### src/rtl/cpu_pkg.sv
// Shared CPU definitions: default datapath widths, fetch FSM encoding and PC step.
package cpu_pkg;

  localparam int CPU_ADDR_WIDTH = 16;
  localparam int CPU_DATA_WIDTH = 16;
  localparam int PC_INC         = 2;

  typedef enum logic [0:0] {
    ST_RUN   = 1'b0,
    ST_FAULT = 1'b1
  } fetch_state_e;

endpackage

### src/rtl/instruction_fetch.sv
// Instruction fetch unit: one-entry output register toward decode, redirect
// handling and a sticky fault state for out-of-range instruction memory accesses.
module instruction_fetch
  import cpu_pkg::*;
#(
  parameter int          ADDR_WIDTH = CPU_ADDR_WIDTH,
  parameter int          DATA_WIDTH = CPU_DATA_WIDTH,
  parameter int unsigned RESET_PC   = 32'd0
) (
  input  logic                  clk,
  input  logic                  rst_n,
  output logic [ADDR_WIDTH-1:0] imem_address,
  input  logic [DATA_WIDTH-1:0] imem_data,
  input  logic                  imem_unvalid,
  input  logic                  redirect_valid,
  input  logic [ADDR_WIDTH-1:0] redirect_pc,
  output logic                  instr_valid,
  input  logic                  instr_ready,
  output logic [DATA_WIDTH-1:0] instr,
  output logic [ADDR_WIDTH-1:0] instr_pc,
  output logic                  fetch_fault,
  output logic [ADDR_WIDTH-1:0] fault_pc,
  output logic [15:0]           fetch_count
);

  localparam logic [ADDR_WIDTH-1:0] RESET_PC_FULL = ADDR_WIDTH'(RESET_PC);
  localparam logic [ADDR_WIDTH-1:0] RESET_PC_ALIGNED = {RESET_PC_FULL[ADDR_WIDTH-1:1], 1'b0};

  fetch_state_e          state_r, state_next_s;
  logic [ADDR_WIDTH-1:0] pc_r, pc_next_s;
  logic                  instr_valid_r, instr_valid_next_s;
  logic [DATA_WIDTH-1:0] instr_r, instr_next_s;
  logic [ADDR_WIDTH-1:0] instr_pc_r, instr_pc_next_s;
  logic [ADDR_WIDTH-1:0] fault_pc_r, fault_pc_next_s;
  logic [15:0]           fetch_count_r, fetch_count_next_s;

  logic slot_free_s;
  logic accept_s;
  logic fetch_s;
  logic fault_s;

  // A redirect masks both fetch and fault decisions for this cycle.
  assign slot_free_s = !instr_valid_r || instr_ready;
  assign accept_s    = instr_valid_r && instr_ready;
  assign fetch_s     = (state_r == ST_RUN) && slot_free_s && !imem_unvalid && !redirect_valid;
  assign fault_s     = (state_r == ST_RUN) && slot_free_s &&  imem_unvalid && !redirect_valid;

  // FSM state register
  always_ff @(posedge clk or negedge rst_n) begin
    if (!rst_n) begin
      state_r <= ST_RUN;
    end else begin
      state_r <= state_next_s;
    end
  end

  // FSM next-state decode; redirect returns to RUN from either state
  always_comb begin
    state_next_s = state_r;
    if (redirect_valid) begin
      state_next_s = ST_RUN;
    end else begin
      case (state_r)
        ST_RUN: begin
          if (fault_s) begin
            state_next_s = ST_FAULT;
          end else begin
            state_next_s = ST_RUN;
          end
        end
        ST_FAULT: state_next_s = ST_FAULT;
        default:  state_next_s = ST_RUN;
      endcase
    end
  end

  // Next values of the datapath registers presented to decode
  always_comb begin
    pc_next_s          = pc_r;
    instr_valid_next_s = instr_valid_r;
    instr_next_s       = instr_r;
    instr_pc_next_s    = instr_pc_r;
    fault_pc_next_s    = fault_pc_r;
    fetch_count_next_s = accept_s ? (fetch_count_r + 16'd1) : fetch_count_r;
    if (redirect_valid) begin
      pc_next_s          = {redirect_pc[ADDR_WIDTH-1:1], 1'b0};
      instr_valid_next_s = 1'b0;
    end else if (fetch_s) begin
      instr_next_s       = imem_data;
      instr_pc_next_s    = pc_r;
      instr_valid_next_s = 1'b1;
      pc_next_s          = pc_r + ADDR_WIDTH'(PC_INC);
    end else if (fault_s) begin
      fault_pc_next_s    = pc_r;
      instr_valid_next_s = 1'b0;
    end else if (accept_s) begin
      instr_valid_next_s = 1'b0;
    end else begin
      instr_valid_next_s = instr_valid_r;
    end
  end

  // Datapath registers
  always_ff @(posedge clk or negedge rst_n) begin
    if (!rst_n) begin
      pc_r          <= RESET_PC_ALIGNED;
      instr_valid_r <= 1'b0;
      instr_r       <= '0;
      instr_pc_r    <= '0;
      fault_pc_r    <= '0;
      fetch_count_r <= 16'd0;
    end else begin
      pc_r          <= pc_next_s;
      instr_valid_r <= instr_valid_next_s;
      instr_r       <= instr_next_s;
      instr_pc_r    <= instr_pc_next_s;
      fault_pc_r    <= fault_pc_next_s;
      fetch_count_r <= fetch_count_next_s;
    end
  end

  assign imem_address = pc_r;
  assign instr_valid  = instr_valid_r;
  assign instr        = instr_r;
  assign instr_pc     = instr_pc_r;
  assign fetch_fault  = (state_r == ST_FAULT);
  assign fault_pc     = fault_pc_r;
  assign fetch_count  = fetch_count_r;

endmodule

### config.mk
export PLATFORM = sky130hd
export DESIGN_NAME = instruction_fetch
export DESIGN_NICKNAME = d
export VERILOG_FILES = /design/src/rtl/cpu_pkg.sv /design/src/rtl/instruction_fetch.sv
export SDC_FILE = /design/constraint.sdc
export NUM_CORES = 1
export LEC_CHECK = 0
export ABC_AREA = 1
export CAP_MARGIN = 20
export CORE_ASPECT_RATIO = 1.1
export CORE_MARGIN = 8
export CORE_UTILIZATION = 55
export CTS_BUF_LIST = sky130_fd_sc_hd__clkbuf_8
export CTS_CLUSTER_DIAMETER = 80
export DETAILED_ROUTE_END_ITERATION = 6
export DONT_BUFFER_PORTS = 1
export PLACE_DENSITY = 0.69
export SETUP_SLACK_MARGIN = 0.2
export SLEW_MARGIN = 30
export SYNTH_ARGS = -nofsm -noshare
export SYNTH_HDL_FRONTEND = slang
export SYNTH_SLANG_ARGS = --single-unit
### constraint.sdc
create_clock -name clk -period 1.4 [get_ports clk]
set_clock_uncertainty 0.2 [all_clocks]
set_input_delay 0.28 -clock clk [delete_from_list [all_inputs] [get_ports clk]]
set_output_delay 0.28 -clock clk [all_outputs]
set_load 0.01 [all_outputs]
==> flow_summary.toml, run 1 <==
[run_status]
status = "finished with violations"
violations = "hold timing, setup timing"

[global_route]
grt_pass1_vias = 3641
grt_overflow_total = 0
grt_max_degree = 80
grt_pass1_wl_mm = 18.5
grt_usage_pct = 25.2
antenna_found_initial = 0

[yosys]
synth_top_cell_by_area = "dfrtp_1"
avgSynthCellArea_um2 = 8.22
synth_top_area_share_pct = 53.6
synthDistinctLibCells = 29
synth_area_mm2 = 0.00369
synthTopCellsByArea = "dfrtp_1 (54%), nand2_1 (17%), nand3_1 (4.7%)"
syn_inst = 449
yosysWarnings = 0
synth-seq-cells = 79
ys_seq_area_share_pct = 53.6

[placement]
place_area_mm2 = 0.00414
place_ws_ns = -0.0932
dp.final_hpwl_mm = 6.90
portBuffers = 0
gp_congestion = 0.905

[cts]
cts_sinks = 79
hold_buffers = 34
cts_tree = "yes"
cts_root_buf = "clkbuf_8"
cts_made_buffers = 9
cts_max_path_buffers = 2
path_clk_slew_ns = 0.08
htreeDepth = 3
clk_latency_ns = 0.36

[power]
combPwrFrac_pct = 28.1
seqPwrFrac_pct = 45.7
vdd_drop_max_mv = 0.926
p_switching_w = 0.00261
leakage_nw = 2.79
pwr-share-clk_pct = 26.3
p_per_area_mw_per_mm2 = 1280
p_int_w = 0.00481
swShare_pct = 35.2

[sta]
setup_violations = 77
period_share_pct = 112
grt_setup_unrepaired = "yes"
slew_violations = 0
layout_setup_ws_ns = -0.170
min_period_ns = 1.57
fmax_mhz = 637
hold_violations = 82
holdWs_ns = -0.587

[layout]
drive_gt1_share_pct = 43.5
final_cell_mix = "nand2_1 (97), dfrtp_1 (54), nand2_2 (49)"
num_antenna_cells = 0
postLayoutCellArea_mm2 = 0.00580
area_growth_pct = 57.2
final_common_cell = "nand2_1"
nets = 602

[die]
ios = 119
start_util_pct = 56.3
fp.coreArea_mm2 = 0.00656
fp.dieH_um = 102
fp.dieW_um = 94.1
num_rows = 31
die_area_mm2 = 0.00959

[setup_path]
r2r-end = "fetch_count[10]"
cp-start-kind = "flop"
worst-setup-path-type = "reg2reg"
reg2regPathDepth = 5
critPathArrivalTime_ns = 1.62
critPathMaxFanout = 5
reg2reg_setup_slack_ns = -0.17
timing.rr.start = "fetch_count[1]"
cp-end-kind = "flop"
required_ns = 1.45

[routing]
via_per_inst = 5.58
ant_nets = 0
dr.first_iter.drc_count = 153
route.detailed.drc = 0
first_pass_iters = 5
vias = 3624
wirelength_mm = 13.3
wl_per_cell_um = 20.5

[flow_run]
cap_violations = 0

[worst_hold_path]
min_path_type = "in2async"
## worst max path at each step
stage | start | to | slack (ns)
floorplan | fetch_count[0] | fetch_count[8] | -0.04
global placement | instr_valid | imem_address[11] | -0.04
detailed placement | fetch_count[0] | fetch_count[14] | -0.09
CTS | fetch_count[1] | fetch_count[1] | -0.09
global route | fetch_count[0] | fetch_count[10] | -0.25
finish | fetch_count[1] | fetch_count[10] | -0.17
## worst max-delay path, cell delays in order, from the launching register on
cell	delay [ns]
dfrtp_2	0.42
ha_4	0.16
nand3_4	0.11
nor2_4	0.19
nand3b_1	0.15
xnor2_1	0.24
## kinds of logic after synthesis
logic type,synth area share [%]
AOI/OAI and AO/OA,5.56
xor gates and xnor gates,3.32
adders and majority gates,0.678
buffers and inverters,7.94
DFF,53.6
other,0.102
and+or+nand+nor,28.8
## power groups by stage
stage | clock (W) | sequential [W] | combinational, W
4_1_cts | 0.00192 | 0.00330 | 0.00169
5_1_grt | 0.00206 | 0.00344 | 0.00223
3_5_place_dp | 0 | 0.00332 | 0.00116
3_3_place_gp | 0 | 0.00330 | 0.00113
6_report | 0.00195 | 0.00339 | 0.00208
2_1_floorplan | 0 | 0.00329 | 0.000720
## sequential cells by signal, indices dropped and copies added, names as in the netlist
signal and cells:
fault_pc 15, fetch_count 16, fetch_fault 1, imem_address 15, instr 16, instr_pc 15, instr_valid 1
## per-stage QoR
stage / utilization, % / TNS, ns / cells / power (W) / hold WS (ns)
2_1_floorplan: - / -0.0944 / 451 / 0.00401 / -0.216
3_3_place_gp: 63.1 / -0.323 / 562 / 0.00443 / -0.213
3_5_place_dp: 63.1 / -0.501 / 562 / 0.00448 / -0.213
4_1_cts: 82.5 / -1.47 / 644 / 0.00691 / -0.603
5_1_grt: 88.5 / -7.21 / 650 / 0.00773 / -0.615
6_report: 88.5 / -3.36 / 650 / 0.00742 / -0.587
## final cells by class
type | instances | area (µm²)
flip-flops and latches | 79 | 2010
multi-input cells | 308 | 1970
repair buffers | 115 | 1280
fillers | 313 | 757
inverters | 49 | 211
clock buffers | 9 | 124
well taps | 82 | 103
clock inverters | 7 | 96.3
repair inverters | 1 | 11.3
## what timing repair did
item                                    4_1_cts  5_1_grt
buffers inserted                             26        6
hold endpoints to repair                    116       83
resized for setup                           129      100
endpoints found under the setup margin      155      158
cloned                                        6        0
pin swaps                                    15       21
## Yosys cell counts, drive strengths merged
master  instances
nand3b          1
nor2           34
xnor2           5
nand2         169
ha              2
nand3          36
o21a            1
nor3            3
inv            49
buf            13
or2             1
nand4           6
dfrtp          79
clkbuf          2
o211ai          3
conb            1
o21ai          35
xor2            9
## layer usage
metal	track usage (%)	wire length [µm]	part of all wire, %
met1	27.1	4660	35
met2	45.7	7200	54
met3	8.30	987	7.4
met4	7.45	449	3.4
met5	0	0	0
(Power assumes the default switching activity.)
==> run 2: changes to the inputs <==
--- a/config.mk
+++ b/config.mk
@@ -15,7 +15,6 @@
 export DETAILED_ROUTE_END_ITERATION = 6
 export DONT_BUFFER_PORTS = 1
 export PLACE_DENSITY = 0.69
-export SETUP_SLACK_MARGIN = 0.2
 export SLEW_MARGIN = 30
 export SYNTH_ARGS = -nofsm -noshare
 export SYNTH_HDL_FRONTEND = slang
==> run 2 against run 1 <==
  * The run still ends with hold timing, setup timing left
  * Flip-flop and latch count unchanged
  * Power down 7.0%
  * Clock power about the same
  * Hold slack worse by 0.0016 ns
  * Largest power group unchanged
==> flow_summary.toml, run 2 (synthesis results as in run 1) <==
[sta]
grt_setup_unrepaired = "yes"
holdWs_ns = -0.588
tightest_slew_ns = 0.636
max-slew-margin-rel_pct = 57.6
hold_violations = 79
tns_ns = -1.88
layout_setup_ws_ns = -0.119
slew_violations = 0
min_period_ns = 1.52
period_share_pct = 108
setup_violations = 57
fmax_mhz = 659

[global_route]
antenna_found_initial = 0
grt_pass1_wl_mm = 17.3
grt_overflow_total = 0
grt_pass1_vias = 3479
grt_max_degree = 80
grt_usage_pct = 23.0

[cts]
cts_root_buf = "clkbuf_8"
cts_sinks = 79
clk_latency_ns = 0.36
htreeDepth = 3
hold_buffers = 33
path_clk_slew_ns = 0.08
cts_made_buffers = 9
cts_tree = "yes"
cts_max_path_buffers = 2

[routing]
via_per_inst = 5.26
vias = 3352
first_pass_iters = 4
ant_nets = 0
wl_per_cell_um = 17.4
wirelength_mm = 11.1
route.detailed.drc = 0
dr.first_iter.drc_count = 152

[flow_run]
cap_violations = 0

[die]
die_area_mm2 = 0.00959
num_rows = 31
fp.dieW_um = 94.1
ios = 119
start_util_pct = 56.3
fp.coreArea_mm2 = 0.00656
fp.dieH_um = 102

[setup_path]
worst-setup-path-type = "reg2out"
critPathMaxFanout = 4
required_ns = 0.92
cp-start-kind = "flop"
critPathArrivalTime_ns = 1.04
cp-end-kind = "output port"

[layout]
final_cell_mix = "nand2_1 (130), dfrtp_1 (72), inv_1 (44)"
final_common_cell = "nand2_1"
area_growth_pct = 44.8
nets = 589
fill_cells = 411
num_antenna_cells = 0
drive_gt1_share_pct = 31.9

[run_status]
status = "finished with violations"
violations = "hold timing, setup timing"

[power]
leakage_nw = 2.65
p_per_area_mw_per_mm2 = 1290
vdd_drop_max_mv = 0.793

[placement]
place_ws_ns = -0.105
dp.final_hpwl_mm = 7.00
gp_congestion = 0.857
portBuffers = 0

[worst_hold_path]
min_path_type = "in2async"
[run 2: report_power, final]
part	total (W)	switching (W)	internal, W
registers	0.00329	0.000568	0.00273
clock network	0.00195	0.000921	0.00103
logic	0.00166	0.000846	0.000813
[run 2: metrics by stage]
step,area [µm²],total power (W),utilization (%),std cells
after global routing,5340,0.00725,81.5,637
final,5340,0.00690,81.5,637
after floorplan,3730,0.00393,-,451
after CTS,5030,0.00671,76.8,635
after global placement,4110,0.00441,62.7,565
after detailed placement,4110,0.00447,62.7,565
[run 2: final cells by class]
class,instances,area (µm²),area share (%)
Timing Repair Buffer,102,1060,19.8
Clock buffer,9,124,2.32
Inverter,49,194,3.63
Clock inverter,7,104,1.94
Multi-Input combinational cell,308,1760,33.0
Tap cell,82,103,1.92
Timing Repair inverter,1,11.3,0.211
Sequential cell,79,1990,37.2
[run 2: metal layers]
metal / track usage, % / vias to the layer above / share of wire, % / routed length, µm
li1: - / 1607 / - / -
met1: 25.9 / 1616 / 39 / 4300
met2: 40.0 / 109 / 52 / 5750
met3: 8.01 / 20 / 7.5 / 825
met4: 7.20 / 0 / 1.8 / 196
met5: 0 / - / 0 / 0
[run 2: path summary, 6_finish.rpt]
| kind | from | to | slack [ns] | cells past startpoint |
|---|---|---|---|---|
| min in group clk | redirect_valid | imem_address[13] | 0.01 | 5 |
| max in group asynchronous | rst_n | imem_address[10] | 1.46 | 0 |
| worst min-delay path | rst_n | fetch_count[3] | -0.59 | 0 |
| worst min register to register | instr[13] | instr[13] | 0.36 | 2 |
| worst max-delay path | fetch_count[1] | fetch_count[1] | -0.12 | 2 |
| worst max register to register | instr_valid | instr_pc[1] | -0.10 | 6 |
[run 2: worst max-delay path, cell delays in order, from the launching register on]
cell	delay, ns
dfrtp_2	0.45
buf_6	0.13
buf_6	0.11
[run 2: repair_timing]
| action | 4_1_cts | 5_1_grt |
|---|---|---|
| gates resized for setup | 51 | 97 |
| hold endpoints to repair | 112 | 79 |
| gates cloned | 2 | 0 |
| setup buffers | 20 | 2 |
| pin swaps | 12 | 18 |
| setup endpoints to repair | 58 | 102 |
==> run 3: changes to the inputs <==
==> constraint.sdc (replaced) <==
create_clock -name clk -period 1.4 [get_ports clk]
set_clock_uncertainty 0.2 [all_clocks]
set_input_delay 0.35 -clock clk [delete_from_list [all_inputs] [get_ports clk]]
set_output_delay 0.35 -clock clk [all_outputs]
set_load 0.01 [all_outputs]
==> run 3 against run 2 <==
  * Worst setup slack got worse by 0.17 ns
  * Combinational power is 38% higher
  * First-iteration DRC count grew 33%
  * Clock power decreased by 7%
  * Die area is the same
  * Largest power group unchanged
  * Critical endpoint is now fetch_count[11]
  * Via count up 12%
  * Maximum frequency fell by 10%
  * Largest cell class is now multi-input combinational cells
  * Register-to-register slack got worse by 0.19 ns
  * Cell area up 12%
  * Hold slack better by 0.055 ns
  * Critical path type is now reg2reg
  * The run still ends with hold timing, setup timing left
==> flow_summary.toml, run 3 (synthesis results as in run 1) <==
[cts]
path_clk_slew_ns = 0.10
cts_max_path_buffers = 2
cts_made_buffers = 9
clk_latency_ns = 0.36
cts_sinks = 79
cts_tree = "yes"
hold_buffers = 28
htreeDepth = 3
cts_root_buf = "clkbuf_8"

[global_route]
grt_max_degree = 80
grt_pass1_vias = 3722
grt_pass1_wl_mm = 18.9
grt_usage_pct = 25.5
grt_overflow_total = 0
antenna_found_initial = 0

[placement]
dp.final_hpwl_mm = 6.95
gp_congestion = 0.883
portBuffers = 0
place_ws_ns = -0.0834

[layout]
nets = 607
final_cell_mix = "nand2_1 (97), dfrtp_1 (61), inv_1 (44)"
final_common_cell = "nand2_1"
area_growth_pct = 62.0
drive_gt1_share_pct = 45.7
fill_cells = 254

[setup_path]
cp-start-kind = "flop"
reg2regPathDepth = 6
critPathMaxFanout = 7
required_ns = 1.45
cp-end-kind = "flop"
critPathArrivalTime_ns = 1.74
worst-setup-path-type = "reg2reg"

[die]
fp.dieH_um = 102
die_area_mm2 = 0.00959
fp.dieW_um = 94.1
start_util_pct = 56.3
ios = 119
num_rows = 31
fp.coreArea_mm2 = 0.00656

[routing]
route.detailed.drc = 0
vias = 3762
ant_nets = 0
dr.first_iter.drc_count = 202
wirelength_mm = 14.5
first_pass_iters = 4
wl_per_cell_um = 22.1
via_per_inst = 5.73

[run_status]
violations = "hold timing, setup timing"
status = "finished with violations"

[sta]
tns_ns = -10.38
layout_setup_ws_ns = -0.293
slew_violations = 0
holdWs_ns = -0.533
tightest_slew_ns = 0.550
hold_violations = 79
max-slew-margin-rel_pct = 63.3
fmax_mhz = 591
period_share_pct = 121
grt_setup_unrepaired = "yes"
setup_violations = 103
min_period_ns = 1.69

[flow_run]
cap_violations = 0

[worst_hold_path]
min_path_type = "in2async"

[power]
p_switching_w = 0.00279
combPwrFrac_pct = 30.4
leakage_nw = 2.92
p_per_area_mw_per_mm2 = 1260
swShare_pct = 37.0
vdd_drop_max_mv = 1.19
p_int_w = 0.00474
pwr-share-clk_pct = 24.2
seqPwrFrac_pct = 45.4
-- run 3: cell count changes in the layout (fill, tap and decap cells not counted), sizes merged --
cell	before	now
diode	0	1
bufinv	2	1
inv	53	52
dlygate4sd3	32	27
clkinv	0	1
clkinvlp	2	3
buf	69	92
-- run 3: what timing repair did --
action,in CTS,in global routing
gates resized for setup,112,154
endpoints found under the hold margin,107,79
endpoints found under the setup margin,73,107
setup buffers,29,10
pin swaps,26,27
cloned,8,2
-- run 3: critical path: stages, from the launching register on --
cell	delay [ns]
dfrtp_1	0.44
buf_6	0.13
nand3_1	0.12
nor3_4	0.17
buf_6	0.15
nand2_1	0.09
xor2_1	0.28
-- run 3: stage by stage --
stage,area [µm²],utilization (%),std cells,total power (W)
floorplan,3730,-,451,0.00393
global placement,4100,62.6,564,0.00440
detailed placement,4100,62.6,564,0.00447
CTS,5430,82.8,644,0.00684
global route,5970,91.1,655,0.00782
finish,5980,91.2,656,0.00753
-- run 3: path summary, 6_finish.rpt --
check	startpoint	end	slack, ns
setup / recovery	fetch_count[0]	fetch_count[11]	-0.29
hold reg to reg	instr[0]	instr[0]	0.36
hold / removal	rst_n	fetch_count[3]	-0.53
max in group asynchronous	rst_n	imem_address[14]	1.40
setup reg to reg	fetch_count[0]	fetch_count[11]	-0.29
min in group clk	redirect_pc[15]	imem_address[15]	0.02
-- run 3: metal layers --
layer | track usage, % | vias to the layer above | part of all wire [%]
met2 | 44.9 | 216 | 53
met5 | 0 | - | 0
met1 | 28.1 | 1842 | 33
met4 | 12.1 | 0 | 4.2
li1 | - | 1651 | -
met3 | 6.54 | 53 | 9.3
-- run 3: area by class of cell --
| class | count | area, µm² | area share (%) |
|---|---|---|---|
| Multi-Input combinational cell | 308 | 2040 | 34.1 |
| Inverter | 49 | 204 | 3.41 |
| Timing Repair inverter | 1 | 16.3 | 0.272 |
| Clock inverter | 7 | 78.8 | 1.32 |
| Tap cell | 82 | 103 | 1.72 |
| Clock buffer | 9 | 124 | 2.07 |
| Antenna cell | 1 | 2.50 | 0.0419 |
| Timing Repair Buffer | 120 | 1410 | 23.6 |
| Sequential cell | 79 | 2000 | 33.5 |
-- run 3: power groups by stage --
stage	combinational, W	sequential (W)	clock [W]
floorplan	0.000654	0.00327	0
global placement	0.00111	0.00329	0
detailed placement	0.00116	0.00331	0
CTS	0.00177	0.00329	0.00178
global route	0.00244	0.00346	0.00192
finish	0.00229	0.00342	0.00182
